### src/rtl/tapped_shift_line.sv
// Tapped shift line: DEPTH-entry word line that advances on qualified input.
// Strided taps with valid bits, fill count, full flag and an evicted-word port.

module tsl_entry #(
    parameter int WIDTH = 32
) (
    input  logic             clk,
    input  logic             rst,
    input  logic             clear,
    input  logic             shift,
    input  logic [WIDTH-1:0] prev_data,
    input  logic             prev_vld,
    output logic [WIDTH-1:0] data,
    output logic             vld
);
    always_ff @(posedge clk) begin
        if (rst || clear) begin
            data <= '0;
            vld  <= 1'b0;
        end else if (shift) begin
            data <= prev_data;
            vld  <= prev_vld;
        end
    end
endmodule

module tapped_shift_line #(
    parameter int WIDTH      = 32,
    parameter int DEPTH      = 10,
    parameter int TAP_STRIDE = 1,
    localparam int NUM_TAPS  = DEPTH / TAP_STRIDE,
    localparam int CW        = $clog2(DEPTH + 1)
) (
    input  logic                      clk,
    input  logic                      rst,
    input  logic                      in_valid,
    input  logic [WIDTH-1:0]          inp,
    input  logic                      flush,
    output logic [WIDTH*NUM_TAPS-1:0] taps,
    output logic [NUM_TAPS-1:0]       tap_valid,
    output logic [WIDTH-1:0]          outp,
    output logic                      out_valid,
    output logic                      full,
    output logic [CW-1:0]             fill_count
);
    // Slot 0 is the incoming word; slot i+1 is entry e[i].
    logic [DEPTH:0][WIDTH-1:0] data_pipe;
    logic [DEPTH:0]            vld_pipe;

    assign data_pipe[0] = inp;
    assign vld_pipe[0]  = 1'b1;

    genvar gi;
    generate
        for (gi = 0; gi < DEPTH; gi++) begin : g_entry
            tsl_entry #(.WIDTH(WIDTH)) u_entry (
                .clk       (clk),
                .rst       (rst),
                .clear     (flush),
                .shift     (in_valid),
                .prev_data (data_pipe[gi]),
                .prev_vld  (vld_pipe[gi]),
                .data      (data_pipe[gi+1]),
                .vld       (vld_pipe[gi+1])
            );
        end

        for (gi = 0; gi < NUM_TAPS; gi++) begin : g_tap
            assign taps[gi*WIDTH +: WIDTH] = data_pipe[gi*TAP_STRIDE + TAP_STRIDE];
            assign tap_valid[gi]           = vld_pipe[gi*TAP_STRIDE + TAP_STRIDE];
        end
    endgenerate

    // Once full, the count saturates and full stays set until flush/rst.
    always_ff @(posedge clk) begin
        if (rst) begin
            outp       <= '0;
            out_valid  <= 1'b0;
            fill_count <= '0;
            full       <= 1'b0;
        end else if (flush) begin
            out_valid  <= 1'b0;
            fill_count <= '0;
            full       <= 1'b0;
        end else if (in_valid) begin
            outp      <= data_pipe[DEPTH];
            out_valid <= vld_pipe[DEPTH];
            if (!full) begin
                fill_count <= fill_count + 1'b1;
                full       <= (fill_count == CW'(DEPTH - 1));
            end
        end else begin
            out_valid <= 1'b0;
        end
    end
endmodule

### config.mk
export PLATFORM = sky130hd
export DESIGN_NAME = tapped_shift_line
export DESIGN_NICKNAME = d
export VERILOG_FILES = /design/src/rtl/tapped_shift_line.sv
export SDC_FILE = /design/constraint.sdc
export NUM_CORES = 1
export LEC_CHECK = 0
export CAP_MARGIN = 20
export CORE_MARGIN = 3
export CORE_UTILIZATION = 51
export CTS_CLUSTER_DIAMETER = 60
export CTS_CLUSTER_SIZE = 40
export DETAILED_ROUTE_END_ITERATION = 10
export GPL_TIMING_DRIVEN = 0
export PLACE_DENSITY = 0.85
export SYNTH_ARGS = -nofsm -noshare
export SYNTH_HDL_FRONTEND = slang
export SYNTH_SLANG_ARGS = --single-unit
### constraint.sdc
create_clock -name clk -period 3.6 [get_ports clk]
set_input_delay 0.72 -clock clk [delete_from_list [all_inputs] [get_ports clk]]
set_output_delay 0.72 -clock clk [all_outputs]
set_load 0.01 [all_outputs]
==> flow_summary.yaml <==
sta:
  fin_skew_ns: 0.0323
  setup_viol: 0
  hold_viol: 0
  period_share_pct: 66.2
  max_slew_margin_pct: 55.4
  grt_setup_unrepaired: "false"
  worst_pin_slew_ns: 0.668
  worst_hold_slack_ns: 0.458
  tns_ns: 0
  post-route-min-period_ns: 2.38
  drv_slew: 0
  timing.fmax_ghz: 0.420
setup_path:
  start_kind: "register"
  worst-path-buf-inv: 1
  end_kind: "output pin"
  reg2reg_to: "fill_count[3]"
  path_cells: "clkdlybuf4s50_1"
  crit_cells: 1
  slowest_stage: "clkdlybuf4s50_1"
  critPathMaxStageDelay_ns: 0.60
  cp_top_family: "buffers and inverters"
  required_ns: 2.88
  r2r-start: "full"
  critPathMaxFanout: 3
  ff2ff_setup_slack_ns: 2.51
  criticalPathCategory: "register to output pin"
  cp_data_arrival_time_ns: 1.66
  ff2ff_path_depth: 3
floorplanning:
  die_y_um: 170
  start_util_pct: 52.3
  die_x_um: 170
  dieArea_um2: 29000
  ios: 404
  placementRows: 59
  core_region_area_um2: 26300
final_layout:
  nFillCells: 1857
  fin_util_pct: 73.0
  antennaDiodeCount: 0
  final_common_cell: "clkdlybuf4s50_1"
  nets: 1712
  final_cell_mix: "402 x clkdlybuf4s50_1, 368 x dfxtp_1, 329 x mux2i_1"
  area_growth_pct: 39.5
  drive_above_1_share_pct: 13.5
  finalNonFillerCells: 2029
logic_synthesis:
  synthCells: 1244
  ys_types: 25
  synth_warnings: 0
  ys_ff_latch: 368
  syn-num-nets: 1282
  synth_area_per_cell_um2: 11.0
  seq_area_frac_synth_pct: 53.6
  mappedNetlistArea_um2: 13700
power:
  power_density_nw_per_um2: 411
  pwr-share-clk_pct: 41.9
  intPower_uw: 5840
  power.leakage_uw: 0.00743
  p_sw_uw: 2040
  combPwrFrac_pct: 6.0
  ir_drop_mv: 0.371
  swShare_pct: 25.9
  p_seq_share_pct: 52.1
  totalPowerFinal_uw: 7880
placement:
  placed_cells: 1981
  routabilityCongestion: 0.886
  place.port_buffers: 402
  dpl.hpwl_um: 30900
clocking:
  root_buffer: "clkbuf_16"
  clk_pin_slew_ns: 0.10
  hold_buffers: 0
  clockBufferDepth: 3
  htree_levels: 1
  tritoncts: "done"
  cts.sinks: 368
  clock_latency_ns: 0.57
  cts_setup_buffers: 0
  numCtsBuffers: 26
  cts_resized: 0
global_route:
  grt_pass1_wl_um: 60900
  antenna_found_initial: 0
  grt_pass1_vias: 10500
  grt_max_degree: 29
  track_usage_pct: 26.7
  overflow: 0
detailed_routing:
  wl_met3_um: 2400
  via_count: 10300
  wl_um: 40100
  vias_per_cell: 5.10
  wire_per_inst_um: 19.8
  topRoutingLayerUsed: "met4"
  first_pass_iters: 4
  antenna_left: 0
  drt_iter0_drc: 576
  routed-wl-met2_um: 19800
  drcViolationCount: 0
  drt-met1-wl_um: 16100
run_status:
  status: "completed"
hold_path:
  hold_path_class: "register to register"
  min_to: "outp[17]"
  min-delay-start: "outp[17]"
  min_path_cells: 2
flow_run:
  cap_violations: 0
## how the worst max path moves through the flow
stage	from	to	slack, ns
6_report	g_entry[4].u_entry.data[28]	taps[156]	1.22
3_5_place_dp	flush	g_entry[7].u_entry.data[27]	0.84
3_3_place_gp	flush	g_entry[2].u_entry.data[1]	0.89
2_1_floorplan	rst	g_entry[0].u_entry.data[11]	1.84
4_1_cts	fill_count[0]	fill_count[0]	1.19
5_1_grt	fill_count[0]	fill_count[0]	1.18
## per-layer routing
| layer | track usage, % | vias to the layer above |
|---|---|---|
| li1 | - | 4978 |
| met1 | 31.5 | 4957 |
| met2 | 47.4 | 325 |
| met3 | 5.97 | 87 |
| met4 | 10.2 | 0 |
| met5 | 0 | - |
## power groups by stage
stage | Combinational (uW) | Sequential [uW] | Clock, uW
6_report | 476 | 4100 | 3300
5_1_grt | 503 | 4100 | 3500
4_1_cts | 479 | 4100 | 3340
3_5_place_dp | 477 | 4200 | 0
3_3_place_gp | 468 | 4190 | 0
2_1_floorplan | 317 | 4200 | 0
## cell families after synthesis
| group | share of synthesized area [%] |
|---|---|
| multiplexers | 24.0 |
| buffers and inverters | 4.72 |
| XOR/XNOR | 0.127 |
| AND/OR/NAND/NOR | 16.0 |
| AO/OA/AOI/OAI | 1.40 |
| adder cells (fa/ha/maj) | 0.182 |
| flip-flops | 53.6 |
## cells in the mapped netlist, drive strengths merged
master	number	share of area, %
ha	2	0.18
nand3b	1	0.055
a211oi	2	0.11
and3	1	0.046
clkbuf	17	0.46
nor2b	2	0.091
a31o	1	0.064
nor2	336	14
nand2	64	1.7
a21oi	32	1.2
a41oi	1	0.064
dfxtp	368	54
nand2b	1	0.046
inv	3	0.082
buf	80	4.2
or2	1	0.046
mux2i	329	24
xnor2	2	0.13
nor3b	1	0.055
## registers in the layout, summed over array words and instances (netlist names)
signal                cells
out_valid                 1
full                      1
outp                     32
fill_count                4
g_entry.u_entry.vld      10
g_entry.u_entry.data    320
## final cells by class
type                    count  area [um^2]  share of cell area [%]
repair buffers            402         4020                    21.0
multi-input cells         776         5730                    29.9
flip-flops and latches    368         7370                    38.4
clock inverters            20          302                    1.57
plain buffers              97          638                    3.33
well taps                 335          419                    2.19
clock buffers              28          689                    3.59
inverters                   3         11.3                  0.0587
## stage by stage
step                      area, um^2  worst slack, ns
after floorplan                13700             1.84
after global placement         18200            0.888
after detailed placement       18200            0.840
after CTS                      19200             1.19
after global routing           19200             1.18
final                          19200             1.22
(Power assumes the default switching activity.)
